[config.mk]
export PLATFORM = sky130hd
export DESIGN_NAME = fetch_stage
export DESIGN_NICKNAME = d
export VERILOG_FILES = /design/src/rtl/core_types_pkg.sv /design/src/rtl/fetch_skid_buffer.sv /design/src/rtl/fetch_stage.sv
export SDC_FILE = /design/constraint.sdc
export NUM_CORES = 1
export LEC_CHECK = 0
export BUFFER_PORTS_ARGS = -buffer_cell sky130_fd_sc_hd__buf_2
export CAP_MARGIN = 20
export CORE_UTILIZATION = 60
export DETAILED_ROUTE_END_ITERATION = 10
export HOLD_SLACK_MARGIN = 0.03
export PLACE_DENSITY = 0.86
export SYNTH_ARGS = -nofsm -noshare
export SYNTH_HDL_FRONTEND = slang
export SYNTH_SLANG_ARGS = --single-unit
[constraint.sdc]
create_clock -name Clock -period 4.98 [get_ports Clock]
set_input_delay 1.494 -clock Clock [delete_from_list [all_inputs] [get_ports Clock]]
set_output_delay 1.494 -clock Clock [all_outputs]
set_load 0.005 [all_outputs]
[src/rtl/core_types_pkg.sv]
// Shared core pipeline types: fetch FSM states, fetch packets and the branching redirect bundle.
package core_types_pkg;

    localparam logic [31:0] NOP_INSTR = 32'h0000_0013;

    typedef enum logic {
        RUN   = 1'b0,
        DRAIN = 1'b1
    } fetch_state_t;

    typedef struct packed {
        logic [31:0] instr;
        logic [31:0] pc;
        logic        valid;
    } fetch_pkt_t;

    typedef struct packed {
        logic        flush;
        logic        hold;
        logic [31:0] PCnext;
        logic [31:0] PCcurrent;
        logic        branch;
        logic        bypass;
    } branching_out_t;

    localparam fetch_pkt_t BUBBLE_PKT = '{instr: NOP_INSTR, pc: 32'h0, valid: 1'b0};

    // Bypass supplies an absolute target; a branch is PC-relative and wraps mod 2^32.
    function automatic logic [31:0] redirect_target(input branching_out_t br);
        return br.bypass ? {br.PCnext[31:1], 1'b0} : (br.PCcurrent + br.PCnext);
    endfunction

endpackage

[src/rtl/fetch_skid_buffer.sv]
// One-entry buffer that parks a fetched packet while decode is holding.
module fetch_skid_buffer
    import core_types_pkg::*;
(
    input  logic       clk_i,
    input  logic       rst_ni,
    input  logic       load_i,
    input  logic       pop_i,
    input  logic       clear_i,
    input  fetch_pkt_t pkt_i,
    output logic       valid_o,
    output fetch_pkt_t pkt_o
);

    logic       valid_q, valid_d;
    fetch_pkt_t pkt_q, pkt_d;

    // Clear beats load beats pop.
    always_comb begin
        valid_d = valid_q;
        pkt_d   = pkt_q;
        if (clear_i) begin
            valid_d = 1'b0;
        end else if (load_i) begin
            valid_d = 1'b1;
            pkt_d   = pkt_i;
        end else if (pop_i) begin
            valid_d = 1'b0;
        end
    end

    always_ff @(posedge clk_i or negedge rst_ni) begin
        if (!rst_ni) begin
            valid_q <= 1'b0;
            pkt_q   <= BUBBLE_PKT;
        end else begin
            valid_q <= valid_d;
            pkt_q   <= pkt_d;
        end
    end

    assign valid_o = valid_q;
    assign pkt_o   = pkt_q;

endmodule

[src/rtl/fetch_stage.sv]
// PC generation and instruction fetch: owns the PC, the IF/DEC register and the imem request.
module fetch_stage
    import core_types_pkg::*;
#(
    parameter logic [31:0] RESET_VECTOR = 32'h0000_0000
) (
    input  logic           Clock,
    input  logic           nReset,
    input  branching_out_t branching_in,
    output logic           imem_req,
    output logic [31:0]    imem_addr,
    input  logic           imem_ready,
    input  logic [31:0]    imem_rdata,
    output logic [31:0]    PCIF,
    output logic [31:0]    instrDEC,
    output logic [31:0]    PCDEC,
    output logic           validDEC
);

    fetch_state_t state_q, state_d;
    logic [31:0]  pc_q, pc_d;
    logic [31:0]  redirect_pc_q, redirect_pc_d;
    logic         outstanding_q, outstanding_d;
    fetch_pkt_t   ifdec_q, ifdec_d;

    logic         skid_valid, skid_load, skid_pop, skid_clear;
    fetch_pkt_t   skid_pkt, fetched_pkt;
    logic         redirect, transfer;
    logic [31:0]  target;

    assign redirect    = branching_in.branch | branching_in.bypass;
    assign target      = redirect_target(branching_in);
    assign imem_req    = nReset & ((state_q == DRAIN) | outstanding_q |
                                   (~skid_valid & ~branching_in.hold));
    assign imem_addr   = pc_q;
    assign transfer    = imem_req & imem_ready;
    assign fetched_pkt = '{instr: imem_rdata, pc: pc_q, valid: 1'b1};
    assign outstanding_d = imem_req & ~imem_ready;

    // A redirect that lands on a still-pending request must keep the address stable, so it drains first.
    always_comb begin
        state_d       = state_q;
        pc_d          = pc_q;
        redirect_pc_d = redirect_pc_q;
        ifdec_d       = ifdec_q;
        skid_load     = 1'b0;
        skid_pop      = 1'b0;
        skid_clear    = 1'b0;
        case (state_q)
            DRAIN: begin
                ifdec_d = BUBBLE_PKT;
                if (imem_ready) begin
                    state_d = RUN;
                    pc_d    = redirect ? target : redirect_pc_q;
                end else if (redirect) begin
                    redirect_pc_d = target;
                end
            end
            default: begin
                if (redirect) begin
                    ifdec_d    = BUBBLE_PKT;
                    skid_clear = 1'b1;
                    if (imem_req & ~imem_ready) begin
                        state_d       = DRAIN;
                        redirect_pc_d = target;
                    end else begin
                        pc_d = target;
                    end
                end else if (branching_in.flush) begin
                    ifdec_d    = BUBBLE_PKT;
                    skid_clear = 1'b1;
                end else if (branching_in.hold) begin
                    if (transfer) begin
                        skid_load = 1'b1;
                        pc_d      = pc_q + 32'd4;
                    end
                end else if (skid_valid) begin
                    ifdec_d  = skid_pkt;
                    skid_pop = 1'b1;
                end else if (transfer) begin
                    ifdec_d = fetched_pkt;
                    pc_d    = pc_q + 32'd4;
                end else begin
                    ifdec_d = BUBBLE_PKT;
                end
            end
        endcase
    end

    always_ff @(posedge Clock or negedge nReset) begin
        if (!nReset) begin
            state_q       <= RUN;
            pc_q          <= RESET_VECTOR;
            redirect_pc_q <= RESET_VECTOR;
            outstanding_q <= 1'b0;
            ifdec_q       <= BUBBLE_PKT;
        end else begin
            state_q       <= state_d;
            pc_q          <= pc_d;
            redirect_pc_q <= redirect_pc_d;
            outstanding_q <= outstanding_d;
            ifdec_q       <= ifdec_d;
        end
    end

    fetch_skid_buffer u_skid (
        .clk_i   (Clock),
        .rst_ni  (nReset),
        .load_i  (skid_load),
        .pop_i   (skid_pop),
        .clear_i (skid_clear),
        .pkt_i   (fetched_pkt),
        .valid_o (skid_valid),
        .pkt_o   (skid_pkt)
    );

    assign PCIF     = pc_q;
    assign instrDEC = ifdec_q.instr;
    assign PCDEC    = ifdec_q.pc;
    assign validDEC = ifdec_q.valid;

endmodule

==> qor.json, run 1 <==
{
  "logic_synthesis": {
    "syn-cell-area_sq_um": 11490,
    "seq_area_frac_synth": 0.4296,
    "synth.ff_latch_count": 197,
    "yosys.cell_types.count": 76,
    "synth-edff-count": 0,
    "synthFlopType": "sky130_fd_sc_hd__dfrtp_1",
    "yosys_warnings": 0,
    "syn_avg_cell_area_sq_um": 9.299,
    "synth_fp_nets": 1372,
    "syn-instance-count": 1236,
    "synth-async-reset-ratio": 1.000
  },
  "route": {
    "first_pass_drt_iterations": 6,
    "via_count": 10400,
    "number_of_routed_nets_with_antenna_violations": 0,
    "totalWireLength_um": 31720,
    "detail_route.wl_per_cell_um": 19.26,
    "first_iter_violations": 959,
    "detail_route.drc_violations": 0,
    "vias_per_cell": 6.311
  },
  "cts": {
    "count_of_hold_buffers_inserted_by_post_cts_repair": 0,
    "clock_sink_count": 197,
    "post-cts-setup-buffers": 0,
    "clock_tree_from_tritoncts": "built",
    "root_buffer": "sky130_fd_sc_hd__clkbuf_16",
    "cts-resized-gates": 0,
    "clk_pin_slew_worst_paths_ns": 0.07,
    "cts_max_level": 4,
    "ctsLongestPathBuffers": 2,
    "tritoncts.num_buffers": 17,
    "worstSkewPairLatency_ns": 0.44
  },
  "setup_path": {
    "reg2reg_to": "PCDEC[14]",
    "crit_type": "in2reg",
    "reg2reg_from": "state_q",
    "worst_setup_path_startpoint": "branching_in[10]",
    "crit_end": "PCIF[24]",
    "reg2reg_setup_slack_ns": 2.02,
    "startpoint_type": "input pin",
    "timing.critical_path.arrival_ns": 4.06,
    "critPathRequiredTime_ns": 5.28,
    "reg2regPathDepth": 6,
    "cp-end-kind": "flip-flop",
    "worstPathMaxFanout": 8
  },
  "sta": {
    "timing.fmax_mhz": 266.0,
    "hold_viol_final": 0,
    "finalCritPeriodShare": 0.7549,
    "worst_clock_skew_ns": 0.009810,
    "post-route-min-period_ns": 3.759,
    "timing.slew.headroom": 0.4866,
    "timing_worst_slew_pin_value_ns": 0.7642,
    "setup_viol": 0,
    "report.final.slew_viol_count": 0,
    "final.setup.tns_ns": 0,
    "unrepaired_setup_endpoints_after_global_routing": "false"
  },
  "floorplan": {
    "floorplan.rows": 50,
    "die_span_in_x_um": 140.4,
    "floorplan.die_area_sq_um": 19710,
    "initial_core_util": 0.6124,
    "placeableCoreArea_sq_um": 18770,
    "die_y_um": 140.4,
    "boundaryPins": 233
  },
  "job": {
    "maxCapViolCount": 0
  },
  "power": {
    "leakagePower_nw": 6.171,
    "vdd_ir_drop_max_mv": 0.1800,
    "cellPowerDensity_nw_per_um2": 348.8
  },
  "placement": {
    "placement.io_buffers": 232,
    "routabilityCongestion": 0.9579,
    "detailed_place.area_sq_um": 12610,
    "post-dp-hpwl_um": 21820
  },
  "grt": {
    "global_route_wire_length_before_repair_um": 50630,
    "grt_pass1_vias": 9813,
    "grt_antenna_before_repair": 2,
    "grtUsageTotal": 0.3267,
    "gr-total-overflow": 0,
    "grt_start_max_net_pins": 144
  },
  "status": {
    "status": "completed"
  },
  "worst_hold_path": {
    "hold_class": "reg2reg"
  },
  "cells_and_area": {
    "final_design_area_no_fill_sq_um": 13210,
    "area_delta_synth_final_pct": 14.95,
    "design.final.nets": 1534,
    "post_route_cells_drive_above_1_share": 0.2729
  }
}
state kept, by name (all words and copies together), names as in the netlist, 32 cells and up:
signal and flops:
u_skid.pkt_o 65, redirect_pc_q 32, instrDEC 32, PCIF 32, PCDEC 32
power by group:
part | total (mW) | leakage, nW | switching [mW] | internal (mW)
logic | 1.08 | 3.33 | 0.593 | 0.490
registers | 2.12 | 2.55 | 0.272 | 1.85
clock network | 1.41 | 0.291 | 0.639 | 0.768
worst max-delay path: stages:
cell and delay, ns:
sky130_fd_sc_hd__buf_2 0.10, sky130_fd_sc_hd__ha_1 0.39, sky130_fd_sc_hd__a21oi_2 0.30, sky130_fd_sc_hd__a2111oi_2 0.12
sky130_fd_sc_hd__or4b_1 0.51, sky130_fd_sc_hd__o221ai_1 0.30, sky130_fd_sc_hd__o21ai_2 0.17, sky130_fd_sc_hd__a21oi_1 0.31
sky130_fd_sc_hd__mux2i_1 0.25, sky130_fd_sc_hd__o211ai_1 0.10
cell usage in the layout (no fill, tap or decap), drive strengths merged, types with 8 or more instances in the layout:
cell type,Yosys,layout
a211oi,15,15
a21o,17,17
a21oi,71,71
a22oi,63,63
a31oi,11,11
and3,18,18
buf,51,252
clkbuf,59,19
dfrtp,191,191
ha,32,32
inv,23,31
mux2,72,72
mux2i,24,24
nand2,179,179
nand3,17,17
nand4,13,13
nor2,64,64
nor2b,8,8
nor3,15,15
o211ai,16,16
o21a,8,8
o21ai,133,133
o31ai,12,12
xnor2,24,24
xor2,21,21
how the worst min path moves through the flow:
stage	start	end	slack, ns	depth (start not counted)
floorplan	u_skid.pkt_o[0]	u_skid.pkt_o[0]	0.43	1
global placement	u_skid.pkt_o[0]	u_skid.pkt_o[0]	0.45	1
detailed placement	redirect_pc_q[26]	redirect_pc_q[26]	0.46	2
CTS	redirect_pc_q[26]	redirect_pc_q[26]	0.48	2
global route	u_skid.pkt_o[0]	u_skid.pkt_o[0]	0.50	1
finish	PCDEC[17]	PCDEC[17]	0.48	2
layout make-up:
cell class	instances	area, sq um
antenna	2	5.005
fill	1452	5557
clock inverter	14	161.4
multi-input combinational	906	5936
tap	234	292.8
clock buffer	18	439.2
inverter	23	86.33
sequential	197	4938
timing repair buffer	253	1353
metrics by stage:
step                hold slack (ns)  power, mW  setup WS (ns)  instances    util
floorplan                    0.4337      2.816          1.245       1236       -
global placement             0.4453      3.149         0.9313       1613  0.6717
detailed placement           0.4619      3.194         0.8399       1613  0.6717
CTS                          0.4776      4.602          1.286       1645  0.7037
global route                 0.4994      4.816          1.088       1647  0.7039
finish                       0.4770      4.608          1.221       1647  0.7039
metal layers:
metal	GRT usage	routed length (um)	vias to the layer above
met5	0	0	-
met4	0.1174	892	0
met3	0.05846	2815	72
met2	0.5213	14580	594
met1	0.4478	13430	4972
li1	-	-	4757
logic make-up after synthesis:
group,count (synthesis),share of synthesized area
AOI/OAI and AO/OA,385,0.2154
and+or+nand+nor,347,0.1372
DFF,197,0.4296
buffers and inverters,133,0.05552
muxes,96,0.09144
xor gates and xnor gates,45,0.03429
adders and majority gates,33,0.03658
cell usage after synthesis, types with 8 or more instances:
master / n / area (sq um)
sky130_fd_sc_hd__dfrtp_1: 191 / 4780
sky130_fd_sc_hd__buf_2: 14 / 70.07
sky130_fd_sc_hd__nand2_1: 179 / 671.9
sky130_fd_sc_hd__mux2_2: 72 / 810.8
sky130_fd_sc_hd__a211oi_1: 14 / 105.1
sky130_fd_sc_hd__a22oi_1: 63 / 473.0
sky130_fd_sc_hd__mux2i_1: 24 / 240.2
sky130_fd_sc_hd__ha_1: 32 / 400.4
sky130_fd_sc_hd__xor2_1: 21 / 183.9
sky130_fd_sc_hd__nor2_1: 64 / 240.2
sky130_fd_sc_hd__a21o_1: 17 / 127.6
sky130_fd_sc_hd__nand3_1: 17 / 85.08
sky130_fd_sc_hd__a31oi_1: 10 / 62.56
sky130_fd_sc_hd__o211ai_1: 16 / 120.1
sky130_fd_sc_hd__and3_1: 18 / 112.6
sky130_fd_sc_hd__o21ai_0: 130 / 650.6
sky130_fd_sc_hd__inv_1: 22 / 82.58
sky130_fd_sc_hd__nand4_1: 13 / 81.33
sky130_fd_sc_hd__clkbuf_1: 58 / 217.7
sky130_fd_sc_hd__nor3_1: 14 / 70.07
sky130_fd_sc_hd__buf_4: 32 / 240.2
sky130_fd_sc_hd__o21a_1: 8 / 60.06
sky130_fd_sc_hd__a21oi_1: 69 / 345.3
sky130_fd_sc_hd__xnor2_1: 24 / 210.2
sky130_fd_sc_hd__nor2b_1: 8 / 50.05
sky130_fd_sc_hd__o31ai_1: 12 / 90.09
(Power assumes the default switching activity.)
==> run 2, diff against run 1 <==
- CORE_UTILIZATION: 60 -> 56
- PLACE_DENSITY: 0.86 -> 0.81
- clock period: 4.98 -> 3.65 ns (I/O delays scaled with it)
==> run 2 against run 1 <==
Against the previous run:
- first-iteration DRC count down 6.3%
- sequential share of layout area down 0.93 points
- final cell count up 3.9%
- power up 40%
- critical path type unchanged
- largest cell class unchanged
==> qor.json, run 2 (synthesis gave the netlist of run 1 again) <==
{
  "floorplan": {
    "boundaryPins": 233,
    "floorplan.rows": 52,
    "die_span_in_x_um": 145.3,
    "die_y_um": 145.3,
    "placeableCoreArea_sq_um": 20170,
    "initial_core_util": 0.5699,
    "floorplan.die_area_sq_um": 21100
  },
  "grt": {
    "gr-total-overflow": 0,
    "grtUsageTotal": 0.3042,
    "grt_start_max_net_pins": 198,
    "grt_antenna_before_repair": 1,
    "grt_pass1_vias": 9737,
    "global_route_wire_length_before_repair_um": 51670
  },
  "setup_path": {
    "startpoint_type": "input pin",
    "worstPathMaxFanout": 8,
    "crit_type": "in2reg",
    "critPathRequiredTime_ns": 3.96,
    "timing.critical_path.arrival_ns": 3.57,
    "cp-end-kind": "flip-flop"
  },
  "power": {
    "power.share.sequential": 0.446,
    "leakagePower_nw": 6.338,
    "cellPowerDensity_nw_per_um2": 477.2,
    "total_power_mw": 6.466,
    "share_comb_of_total_power": 0.233,
    "switching_share": 0.3124,
    "vdd_ir_drop_max_mv": 0.3146,
    "clock_power_share": 0.320,
    "p_int_mw": 4.446,
    "power.switching_mw": 2.020
  },
  "placement": {
    "placement.io_buffers": 232,
    "pre_cts_ws_ns": -0.01759,
    "post-dp-hpwl_um": 22340,
    "routabilityCongestion": 0.9031,
    "detailed_place.area_sq_um": 12890,
    "dp_cells": 1679
  },
  "cts": {
    "root_buffer": "sky130_fd_sc_hd__clkbuf_16",
    "count_of_hold_buffers_inserted_by_post_cts_repair": 0,
    "worstSkewPairLatency_ns": 0.43,
    "tritoncts.num_buffers": 17,
    "clock_tree_from_tritoncts": "built",
    "cts_max_level": 4,
    "clock_sink_count": 197,
    "post-cts-setup-buffers": 0,
    "clk_pin_slew_worst_paths_ns": 0.07,
    "cts-resized-gates": 0,
    "ctsLongestPathBuffers": 2
  },
  "sta": {
    "setup_ws_ns": 0.3853,
    "finalCritPeriodShare": 0.8944,
    "timing.fmax_mhz": 306.3,
    "worst_clock_skew_ns": 0.01290,
    "timing_worst_slew_pin_value_ns": 1.024,
    "timing.slew.headroom": 0.3171,
    "post-route-min-period_ns": 3.265,
    "setup_viol": 0,
    "report.final.slew_viol_count": 0,
    "hold_viol_final": 0,
    "unrepaired_setup_endpoints_after_global_routing": "false"
  },
  "cells_and_area": {
    "mostFrequentLayoutCells": "sky130_fd_sc_hd__buf_2, sky130_fd_sc_hd__dfrtp_1, sky130_fd_sc_hd__nand2_1",
    "fillers": 1603,
    "design.final.nets": 1564,
    "final_design_area_no_fill_sq_um": 13550,
    "largest_register_ffs": 65,
    "most_common_library_cell_in_the_layout_ignoring_fill_and_taps": "sky130_fd_sc_hd__buf_2",
    "post_route_cells_drive_above_1_share": 0.2873,
    "area_delta_synth_final_pct": 17.89,
    "final_cell_count_no_fill": 1712
  },
  "route": {
    "vias_per_cell": 5.953,
    "totalWireLength_um": 31670,
    "first_iter_violations": 899,
    "detail_route.wl_per_cell_um": 18.50,
    "detail_route.drc_violations": 0,
    "via_count": 10190,
    "first_pass_drt_iterations": 7,
    "number_of_routed_nets_with_antenna_violations": 0
  },
  "worst_hold_path": {
    "hold_class": "reg2reg"
  },
  "job": {
    "maxCapViolCount": 0
  },
  "status": {
    "status": "completed"
  }
}
==> run 2: cell count changes in the layout (fill, tap and decap cells not counted), sizes merged <==
cell | before | now
clkinv | 2 | 5
diode | 2 | 1
inv | 31 | 24
buf | 252 | 282
bufinv | 2 | 5
clkinvlp | 2 | 3
==> run 2: path summary, 6_finish.rpt <==
path / slack [ns] / cells after the start / start / end
max in group asynchronous: 2.04 / 2 / nReset / redirect_pc_q[24]
min in group asynchronous: 0.91 / 2 / nReset / u_skid.pkt_o[14]
hold reg to reg: 0.47 / 1 / u_skid.pkt_o[0] / u_skid.pkt_o[0]
setup reg to reg: 0.87 / 9 / PCIF[2] / PCIF[30]
setup / recovery: 0.39 / 10 / branching_in[10] / PCIF[24]
hold / removal: 0.47 / 1 / u_skid.pkt_o[0] / u_skid.pkt_o[0]
==> run 2: routing by layer <==
metal  part of all wire  GRT usage
met1               0.45     0.4323
met2               0.46     0.4733
met3              0.068    0.04906
met4              0.024     0.1037
met5                  0          0
==> run 2: critical path: stages <==
cell and delay, ns:
sky130_fd_sc_hd__buf_2 0.10, sky130_fd_sc_hd__ha_1 0.39, sky130_fd_sc_hd__a21oi_2 0.21, sky130_fd_sc_hd__a2111oi_2 0.11, sky130_fd_sc_hd__or4b_1 0.52, sky130_fd_sc_hd__o221ai_1 0.32
sky130_fd_sc_hd__o21ai_2 0.14, sky130_fd_sc_hd__a21oi_1 0.32, sky130_fd_sc_hd__mux2i_1 0.25, sky130_fd_sc_hd__o211ai_1 0.11
==> run 2: final cells by class <==
class,count,area [sq um],area share
multi-input combinational,906,5936,0.4381
sequential,197,4938,0.3645
timing repair buffer,283,1590,0.1174
clock buffer,18,429.2,0.03167
tap,270,337.8,0.02493
clock inverter,14,229.0,0.01690
inverter,23,86.33,0.006372
antenna,1,2.502,0.0001847
==> run 2: through the flow <==
stage / hold WS, ns / util / TNS (ns)
finish: 0.4719 / 0.6718 / 0
global route: 0.4913 / 0.6718 / 0
CTS: 0.4761 / 0.6717 / 0
detailed placement: 0.4516 / 0.6390 / -0.02872
global placement: 0.4472 / 0.6390 / 0
floorplan: 0.4337 / - / 0
==> run 2: power groups by stage <==
stage | combinational [mW] | clock [mW] | sequential [mW]
2_1_floorplan | 1.05 | 0 | 2.79
3_3_place_gp | 1.45 | 0 | 2.89
3_5_place_dp | 1.49 | 0 | 2.91
4_1_cts | 1.50 | 2.09 | 2.87
5_1_grt | 1.67 | 2.18 | 2.93
6_report | 1.51 | 2.07 | 2.89
